[config.mk]
export PLATFORM = sky130hd
export DESIGN_NAME = psg_voices
export DESIGN_NICKNAME = d
export VERILOG_FILES = /design/src/rtl/psg_voices.sv
export SDC_FILE = /design/constraint.sdc
export NUM_CORES = 1
export LEC_CHECK = 0
export ABC_AREA = 0
export CAP_MARGIN = 20
export CORE_ASPECT_RATIO = 0.7
export CORE_MARGIN = 2
export CORE_UTILIZATION = 50
export CTS_CLUSTER_SIZE = 16
export DETAILED_ROUTE_END_ITERATION = 10
export PLACE_DENSITY = 0.74
export SYNTH_ARGS = -nofsm -noshare
export SYNTH_HDL_FRONTEND = slang
export SYNTH_SLANG_ARGS = --single-unit
[constraint.sdc]
create_clock -name clk -period 4.5 [get_ports clk]
set_input_delay 0.45 -clock clk [delete_from_list [all_inputs] [get_ports clk]]
set_output_delay 0.45 -clock clk [all_outputs]
set_load 0.02 [all_outputs]
[src/rtl/psg_voices.sv]
// Two square-wave tone voices plus one LFSR noise voice.
// The voices are mixed and saturated to a signed 16-bit sample, one step per sample_req.
module psg_voices #(
  parameter int          AMP_SHIFT  = 11,
  parameter logic [14:0] NOISE_SEED = 15'h0001
) (
  input  logic        clk,
  input  logic        reset,
  input  logic        sample_req,
  input  logic [11:0] tone0_period,
  input  logic [3:0]  tone0_vol,
  input  logic [11:0] tone1_period,
  input  logic [3:0]  tone1_vol,
  input  logic [3:0]  noise_rate,
  input  logic [3:0]  noise_vol,
  output logic [15:0] sample,
  output logic        sample_valid
);

  logic        pend;
  logic        step;
  logic [11:0] cnt0;
  logic [11:0] cnt1;
  logic        ph0;
  logic        ph1;
  logic        on0;
  logic        on1;
  logic [7:0]  ncnt;
  logic [14:0] lfsr;
  logic        non;

  logic signed [18:0] lv0;
  logic signed [18:0] lv1;
  logic signed [18:0] lvn;
  logic signed [18:0] sum;
  logic [15:0]        sat;

  // A request is ignored while the previous one is still being mixed
  assign step = sample_req & ~pend;

  function automatic logic signed [18:0] level(
    input logic [3:0] vol,
    input logic       on,
    input logic       pos
  );
    logic signed [18:0] amp;
    amp = signed'(19'(vol) << AMP_SHIFT);
    if (!on || vol == 4'd0) return '0;
    return pos ? amp : -amp;
  endfunction

  always_comb begin
    lv0 = level(tone0_vol, on0, ph0);
    lv1 = level(tone1_vol, on1, ph1);
    lvn = level(noise_vol, non, lfsr[0]);
    sum = lv0 + lv1 + lvn;
    sat = sum[15:0];
    if (sum > 19'sd32767)
      sat = 16'h7FFF;
    else if (sum < -19'sd32768)
      sat = 16'h8000;
  end

  always_ff @(posedge clk or negedge reset) begin
    if (!reset) begin
      pend         <= 1'b0;
      cnt0         <= '0;
      cnt1         <= '0;
      ph0          <= 1'b0;
      ph1          <= 1'b0;
      on0          <= 1'b0;
      on1          <= 1'b0;
      ncnt         <= '0;
      lfsr         <= NOISE_SEED;
      non          <= 1'b0;
      sample       <= '0;
      sample_valid <= 1'b0;
    end else begin
      pend         <= step;
      sample_valid <= 1'b0;
      if (step) begin
        on0 <= tone0_period != 12'd0;
        if (tone0_period == 12'd0) begin
          cnt0 <= '0;
          ph0  <= 1'b0;
        end else if (cnt0 == 12'd0) begin
          cnt0 <= tone0_period - 12'd1;
          ph0  <= ~ph0;
        end else begin
          cnt0 <= cnt0 - 12'd1;
        end

        on1 <= tone1_period != 12'd0;
        if (tone1_period == 12'd0) begin
          cnt1 <= '0;
          ph1  <= 1'b0;
        end else if (cnt1 == 12'd0) begin
          cnt1 <= tone1_period - 12'd1;
          ph1  <= ~ph1;
        end else begin
          cnt1 <= cnt1 - 12'd1;
        end

        non <= noise_rate != 4'd0;
        if (noise_rate == 4'd0) begin
          ncnt <= '0;
        end else if (ncnt == 8'd0) begin
          ncnt <= {noise_rate, 4'h0} - 8'd1;
          lfsr <= {lfsr[13:0], lfsr[14] ^ lfsr[13]};
        end else begin
          ncnt <= ncnt - 8'd1;
        end
      end
      if (pend) begin
        sample       <= sat;
        sample_valid <= 1'b1;
      end
    end
  end

endmodule
==> metrics.md <==
| Metric | Value |
|---|---|
| Worst R2R End | sample[12] |
| CP max-delay cell | fa_1 |
| Detailed placement HPWL | 7.528 mm |
| Grt peak-use layer | met2 |
| First-pass GRT wire length | ~18 mm |
| Mean number of vias per cell | about 6 |
| Fin Hold WS | roughly 0.27 ns |
| Max-cap violations | 0 |
| Crit path capture type | flop |
| Worst slew pin tran | about 0.77 ns |
| Die ar. | 9422 sq um |
| CP dominant cell by count | fa_1 |
| Grt total ovfl | 0 |
| Sequential share of the synthesized area | between 30% and 40% |
| Largest family of logic cells by synthesized area | compound AO/OA/AOI/OAI gates |
| Antenna Nets Post-Route | 0 |
| CP Launch Type | primary input |
| RSZ-0062 raised after global routing | no |
| Ys flop type | dfrtp_1 |
| Number of global-route vias before repair | about 3700 |
| Dpl ws | -0.08726 ns |
| Crit Path Class | in2reg |
| GR Util met2 | ~39% |
| Total chip power | between 3 and 4 mW |
| CP bufs+invs | 2 |
| Synthesized area per cell | 8.918 sq um |
| Synth warnings | 0 |
| Clk slew on worst S/H paths | ~0.050 ns |
| Worst path arrival time | ~4.5 ns |
| Max clock buf depth | 2 |
| Clk_lat worst skew | 0.34 ns |
| Worst Path Required | around 4.7 ns |
| Final net count | approximately 600 |
| Synth Area in XOR/XNOR | ~1.6% |
| EDFF count, synth | 0 |
| Met3 Usage GRT | between 5 and 6% |
| Final hold vios | 0 |
| CTS Buf Count | 9 |
| Critical path fanouts, max | 4 |
| Final period utilization | 94.69% |
| All-Layer GR Usage | around a quarter |
| # clock sinks | 60 |
| Max_slew headroom | 48.37% |
| Pins over their slew limit | 0 |
| Final core utilization | between 60% and 70% |
| Area delta synth->final | 21.96% |
| Crit path largest cell delay | about 0.52 ns |
| Min cycle time layout | approximately 4.3 ns |
| Die height | ~80 um |
| Fin cells | about 660 |
| Worst Hold Class | in2async |
| Post-CTS setup buffer count | 0 |
| Post-route cell area | around 5300 sq um |
| ANT cells | 0 |
| Htree depth | 3 |
| Cells after DPL | around 650 |
| Delay-heaviest family, CP | compound AO/OA/AOI/OAI gates |
| Via count | approximately 4000 |
| Buffers on Ports | 59 |
| Mux contribution to synthesized area | 7.434% |
| Syn nets | 552 |
| Initial antenna violation count | 0 |
| Pwr dens | approximately 580 nW/um^2 |
| Core Area | between 8000 and 9000 sq um |
| Async set-or-reset flop fraction in the synthesized netlist | 100.0% |
| Yosys cell types | a little under 60 |
| Largest net degree at the start of global routing | between 60 and 70 |
| FMAX | approximately 0.23 GHz |
| Crit-path cells | clkdlybuf4s50_1, inv_1, ha_1, or3_1, a21boi_0, fa_1, fa_1, a211o_1, a211oi_2, o21ai_0, and4bb_2, o31a_1, a221oi_1 |
| Post-CTS Hold Fix Bufs | 0 |
| Leak | 2.241 nW |
| WL final | slightly above 10 mm |
| Maximum vdd ir drop | between 300 and 400 uV |
| Routed wire per std cell | between 15 and 20 um |
| Simple-gate area share of the yosys netlist | between 20 and 25% |
| Initial Util | about half |
| R2r startpoint | ph0 |
| GR Layer Usage met1 | about a third |
| Status | complete, no violations |
| RD Place Congestion | 0.8564 |
| Drt first pass iters | 5 |
| Final WS setup | 0.2390 ns |
| Register-to-Register Path Depth | 10 |
| Final Skew | between 0.005 and 0.006 ns |
| Synth Instances | between 400 and 500 |
| Initial DRC count | around 320 |
| Post-synthesis adder-cell area fraction | roughly 8.2% |
| Remaining DRCs | 0 |
| # rows | 28 |
| Fillers | ~740 |
| Setup total negative slack | 0 ns |
| #FFs+latches synth | 60 |
| # setup viols final | 0 |
| Clock tree root buffer cell | clkbuf_16 |
| Share of cells above drive strength 1 | between 9 and 10% |
| CTS tree | yes |
| Die W | ~120 um |
| Top-Level Pins | 60 |
| Synth Area in Compound Gates | around 21% |
| Post-placement cell area | between 4000 and 5000 sq um |
| Setup slack, reg-to-reg | about 0.68 ns |
| Synthesized area | 4325 sq um |
==> state kept, by name (all words and copies together), names as in the netlist <==
register and flops:
ph1 1, sample 6, ncnt 8, sample_valid 1
cnt1 12, on1 1, pend 1, non 1
on0 1, cnt0 12, lfsr 15, ph0 1
==> Yosys cell counts, drive strengths merged, types with 14 or more instances <==
cell type,instances,area share (%)
inv,25,2.2
a21oi,21,2.4
dfrtp,59,34
nand2,35,3.0
buf,16,2.6
clkbuf,14,1.2
or3,15,2.2
mux2,17,4.4
nor2,45,3.9
nor3,17,2.0
o21ai,50,6.0
ha,17,4.9
==> power by group <==
part	switching (mW)	internal, mW
combinational	0.765	0.670
clock	0.241	0.442
sequential	0.206	0.712
==> layout make-up <==
class	count	area, sq um	area share, %
well taps	120	150.1	2.846
multi-input cells	370	2570	48.72
repair buffers	70	668.1	12.67
clock buffers	13	250.2	4.744
flip-flops and latches	60	1503	28.49
inverters	25	93.84	1.779
clock inverters	3	40.04	0.7590
==> cells by family (layout without fill, tap and decap cells) <==
logic type      count (synthesis)  after routing
compound gates                138            138
xor+xnor                        8              8
fa+ha+maj                      24             24
buf+inv                        55            111
flops                          60             60
mux                            30             30
simple gates                  170            170
==> cells in the final DEF (no fill, tap or decap), types with 3 or more instances in the layout <==
cell type | netlist | final
buf_4 | 10 | 11
mux2_2 | 17 | 17
mux2i_1 | 13 | 13
a31oi_1 | 4 | 4
a211o_1 | 5 | 5
nand2_1 | 35 | 35
inv_1 | 25 | 25
o31ai_1 | 7 | 7
nor3_1 | 17 | 17
clkbuf_1 | 14 | 3
or4_1 | 9 | 9
and3_1 | 4 | 4
or3_1 | 15 | 15
ha_1 | 17 | 17
a211oi_1 | 8 | 7
clkbuf_16 | 0 | 9
dfrtp_1 | 59 | 59
fa_1 | 7 | 7
nand3_1 | 6 | 6
o22ai_1 | 3 | 3
o21ai_1 | 4 | 4
a221oi_1 | 3 | 3
xor2_1 | 3 | 3
xnor2_1 | 5 | 5
o21ai_0 | 45 | 45
nand3b_1 | 3 | 3
clkdlybuf4s50_1 | 0 | 58
a22o_1 | 9 | 9
and2_1 | 5 | 5
nor2b_1 | 4 | 4
nor4_1 | 8 | 8
nand2b_1 | 9 | 9
a21oi_1 | 21 | 21
o2bb2ai_1 | 6 | 6
nor2_1 | 45 | 45
==> layer usage <==
layer  up-vias  part of all wire [%]
li1       1892                     -
met1      1807                    46
met2       176                    45
met3        16                   7.3
met4         0                   1.3
met5         -                     0
==> repair_timing <==
item | 4_1_cts | 5_1_grt
hold endpoints to repair | 0 | 0
endpoints found under the setup margin | 0 | 2
resized for setup | 0 | 1
==> worst max-delay path by stage <==
stage | startpoint | endpoint | slack, ns | cells past startpoint
6_report | noise_vol[1] | sample[12] | 0.24 | 13
5_1_grt | tone0_vol[1] | sample[12] | 0.07 | 16
4_1_cts | tone0_vol[0] | sample[12] | 0.25 | 16
3_5_place_dp | tone0_vol[0] | sample[12] | -0.09 | 16
3_3_place_gp | noise_vol[1] | sample[13] | 0.07 | 13
2_1_floorplan | tone0_vol[0] | sample[11] | 0.66 | 15
(Power assumes the default switching activity.)
==> RTL edit 1 (same flow settings) <==
Make the reset (`reset`) synchronous in one clocked block.
--- a/src/rtl/psg_voices.sv
+++ b/src/rtl/psg_voices.sv
@@ -63,3 +63,3 @@
 
-  always_ff @(posedge clk or negedge reset) begin
+  always_ff @(posedge clk) begin
     if (!reset) begin
Function: differs if reset is asserted again (counterexample within 4 cycles, from zero or initial values and one cycle with reset low); with reset held inactive, the same outputs for 10 cycles.
==> RTL edit 1 against the original RTL <==
Via count is 4.9% higher. First-iteration DRC count shrank 35%. Routed wire length grew 0.94%. Die area fell by 2.7%. Synthesized area fell by 2.9%. Worst setup slack gained 0.23 ns. Power up 2.2%. Global-route usage grew 0.15 points. Non-clock buffer count fell by 6. Register-to-register slack improved by 0.31 ns. Clock power rose by 9.2%. Final area down 3.0%. Sequential cell count unchanged. Largest power group unchanged.
==> RTL edit 1: results (changes against the original RTL) <==
Synth top cells by count: nand2_1, dfxtp_1, nor2_1
1st-iter DRT viols: 206 (-35%)
DRT Wirelength: 10,500 microns (+0.94%)
Post CTS Setup Buffer Count: 0 (unchanged)
Worst-margin pin slew: 0.877 ns (+0.104 ns)
Finished Layout Cells: 698 (+5.6%)
Hold_sp: lfsr[9]
Number of global-route vias before repair: 3,807 (+1.9%)
Metal3 WL: 594 microns (-22%)
Post-synthesis sequential area ratio: 28.6% (-6.2 points)
Vias: 4,082 (+4.9%)
Top flop regs: lfsr x15, cnt0 x12, cnt1 x12
# setup viols final: 0 (unchanged)
Metal-1 WL: 5120 microns (+6.1%)
Status: complete, no violations
Critical path launch point: tone0_vol[0]
Critical path peak fanout: 5 (+1)
Largest net degree at the start of global routing: 43 (-30%)
Hold Path Class: reg2reg
Syn Nets: 616 (+12%)
Peak supply drop: 0.344 mV (+6.9%)
Yosys warns: 0 (unchanged)
CTS max path bufs: 2 (unchanged)
Number of gates resized after cts: 0 (unchanged)
Ys async rst share: 0% (-100 points)
Avg Cell Area, Syn: 7.65 sq um (-14%)
GP Congestion: 0.944 (+10%)
Crit-path leading delay family: adder cells
Dpl ws: 0.158 ns (+0.245 ns)
ANT cells: 0 (unchanged)
TritonRoute pass-1 iters: 5 (unchanged)
Synth cell types: 67 (+14%)
Met2 routed WL: 4690 microns (+0.82%)
Global-route wire length before repair: 17,900 microns (+1.8%)
DP Wirelength: 7830 microns (+4.1%)
Hold-fix buffers, CTS: 0 (unchanged)
Layout cells sized above 1: 6.53% (-3.3 points)
Clock skew: 0.00904 ns (+0.00393 ns)
Highest-delay cell along the critical path: clkdlybuf4s50_1
Total Nets Final: 660 (+9.5%)
Worst path max stage delay: 0.54 ns (+0.02 ns)
Switching power total: 1.26 mW (+3.9%)
R2R Path Start: ph1
Synth area leaders: dfxtp_1, a21oi_1, nand2_1, nor2_1, ha_1
GRT Util Overall: 23.9% (+0.15 points)
Worst EP arrival: 4.26 ns (-0.22 ns)
Cells after DPL: 683 (+5.9%)
DP Area: 0.00479 sq mm (-3.8%)
Leakage: 2.02 nW (-10%)
Worst skew pair latency: 0.33 ns
Top FF cell, synth: dfxtp_1
TritonCTS buffer count: 9 (unchanged)
==> RTL edit 1: cell count changes after synthesis, moves of 13 or more <==
| cell | change |
|---|---|
| dfxtp_1 | +60 |
| dfrtp_1 | -59 |
| a21oi_1 | +32 |
| nand2_1 | +31 |
| nor2_1 | +15 |
| mux2_2 | -13 |
==> RTL edit 1: cell type report <==
cell class	count	area [sq um]
Fill cell	677	2890
Multi-Input combinational cell	432	2740
Sequential cell	60	1200
Timing Repair Buffer	64	628
Clock buffer	11	253
Tap cell	101	126
Inverter	26	97.6
Clock inverter	4	72.6
==> RTL edit 1: metal layers <==
layer  vias up  track usage (%)
met1      1915             32.2
met2       121             39.5
met4         0             4.76
met3        10             5.66
met5         -                0
li1       2036                -
==> RTL edit 1: path summary, 6_finish.rpt <==
| check | slack, ns | endpoint | depth (start not counted) |
|---|---|---|---|
| worst max-delay path | 0.47 | sample[13] | 17 |
| worst min-delay path | 0.45 | lfsr[10] | 2 |
| worst max register to register | 0.99 | sample[13] | 11 |
| worst min register to register | 0.45 | lfsr[10] | 2 |
==> RTL edit 1: power groups by stage <==
stage | Combinational, mW | Sequential (mW) | Clock, mW
5_1_grt | 1.78 | 0.793 | 0.775
6_report | 1.58 | 0.775 | 0.745
4_1_cts | 1.57 | 0.771 | 0.756
3_5_place_dp | 1.55 | 0.779 | 0
2_1_floorplan | 1.27 | 0.738 | 0
3_3_place_gp | 1.50 | 0.774 | 0
==> RTL edit 1: cell families after synthesis <==
group                    Yosys count  share of synthesized area (%)
XOR/XNOR                          16                           3.66
AO/OA/AOI/OAI                    143                           21.2
flip-flops                        60                           28.6
adder cells (fa/ha/maj)           24                           8.40
AND/OR/NAND/NOR                  234                           28.2
multiplexers                      15                           3.69
buffers and inverters             57                           6.28
==> RTL edit 2 (config.mk and constraints unchanged) <==
Without the edit above. Set the parameter `AMP_SHIFT` to 10 (it was 11).
--- a/src/rtl/psg_voices.sv
+++ b/src/rtl/psg_voices.sv
@@ -3,3 +3,3 @@
 module psg_voices #(
-  parameter int          AMP_SHIFT  = 11,
+  parameter int          AMP_SHIFT  = 10,
   parameter logic [14:0] NOISE_SEED = 15'h0001
Check against the original RTL: not equivalent (Yosys sat finds a counterexample within 4 cycles, from zero or initial values and one cycle with reset low).
==> RTL edit 2 against the original RTL <==
First-iteration DRC count is 8.5% higher. Sequential cell count up 1. Critical path depth unchanged. Power fell by 4.0%. Routed wire length increased by 10%. Via count grew 6.4%. Final area increased by 3.9%. Combinational power decreased by 17%. Synthesized cell count grew 5.4%. Non-clock buffer count down 6. Worst setup slack improved by 0.28 ns. Die area up 3.9%. Synthesized area increased by 4.0%. Critical endpoint is now sample[11].
==> RTL edit 2: results (changes against the original RTL) <==
Status: complete, no violations
Synth top cells by count: dfrtp_1, nand2_1, inv_1
Post-synthesis compound-gate area fraction: 21.0% (-0.47 points)
Synth Instances: 511 (+5.4%)
GP Congestion: 0.884 (+3.2%)
Dpl ws: 0.212 ns (+0.300 ns)
Total Nets Final: 630 (+4.5%)
DRT Wirelength: 11,400 microns (+10%)
Leakage: 2.40 nW (+6.9%)
Clock skew: 0.00585 ns (+0.000741 ns)
Number of fill cells: 727 (-1.1%)
Peak supply drop: 0.231 mV (-28%)
Metal-1 WL: 5400 microns (+12%)
GRT Util Overall: 24.5% (+0.69 points)
Finished Layout Cells: 686 (+3.8%)
Cell Int Power: 1.78 mW (-2.3%)
Worst-margin pin slew: 0.790 ns (+0.0168 ns)
Layout cells sized above 1: 9.72% (-0.079 points)
Critical path peak fanout: 5 (+1)
FF+latch area: 0.00153 sq mm (+1.7%)
Largest net degree at the start of global routing: 62 (+1.6%)
Global-route wire length before repair: 19,600 microns (+11%)
Worst EP arrival: 4.15 ns (-0.33 ns)
Number of global-route vias before repair: 3,995 (+6.9%)
Post-Synth Adder-Cell Area: 8.56% (+0.41 points)
DP Area: 0.00513 sq mm (+3.1%)
Worst path max stage delay: 0.48 ns (-0.04 ns)
Metal3 WL: 825 microns (+8.6%)
XOR/XNOR Fraction of Synth Area: 2.53% (+0.91 points)
Vias per inst: 6.03 (+2.5%)
Switching portion of total power: 38.8% (-1.1 points)
Met3 usage: 6.46% (+0.55 points)
R2R Path Start: ph1
Logic gate share of total power: 41.3% (-6.0 points)
Synth area leaders: dfrtp_1, ha_1, nand2_1, mux2_2, a21oi_1
Reg2Reg Depth: 12 (+2)
Syn Nets: 580 (+5.1%)
Post-synthesis mux area share: 6.92% (-0.51 points)
==> RTL edit 2: cell count changes in the layout (fill, tap and decap cells not counted), moves of 6 or more <==
cell and change:
or3_1 -6, buf_4 -6, o22ai_1 +7, nor2_1 -13, nand2_1 +16, nand3_1 +6
o2bb2ai_1 -6, or4_1 -6, inv_1 +16, a21oi_1 +16, a31oi_1 +6, o21ai_0 -21
==> RTL edit 2: cell type report <==
cell class	instances	share of cell area, %
Clock buffer	9	4.11
Clock inverter	7	2.24
Inverter	41	2.81
Multi-Input combinational cell	384	48.9
Sequential cell	61	27.9
Tap cell	120	2.74
Timing Repair Buffer	64	11.4
==> RTL edit 2: worst max path at each step <==
stage / start / to / slack [ns]
3_3_place_gp: tone0_vol[0] / sample[11] / 0.39
2_1_floorplan: tone0_vol[0] / sample[11] / 1.12
3_5_place_dp: tone0_vol[2] / sample[11] / 0.21
6_report: noise_vol[2] / sample[11] / 0.52
5_1_grt: tone1_vol[2] / sample[11] / 0.19
4_1_cts: tone0_vol[2] / sample[11] / 0.58
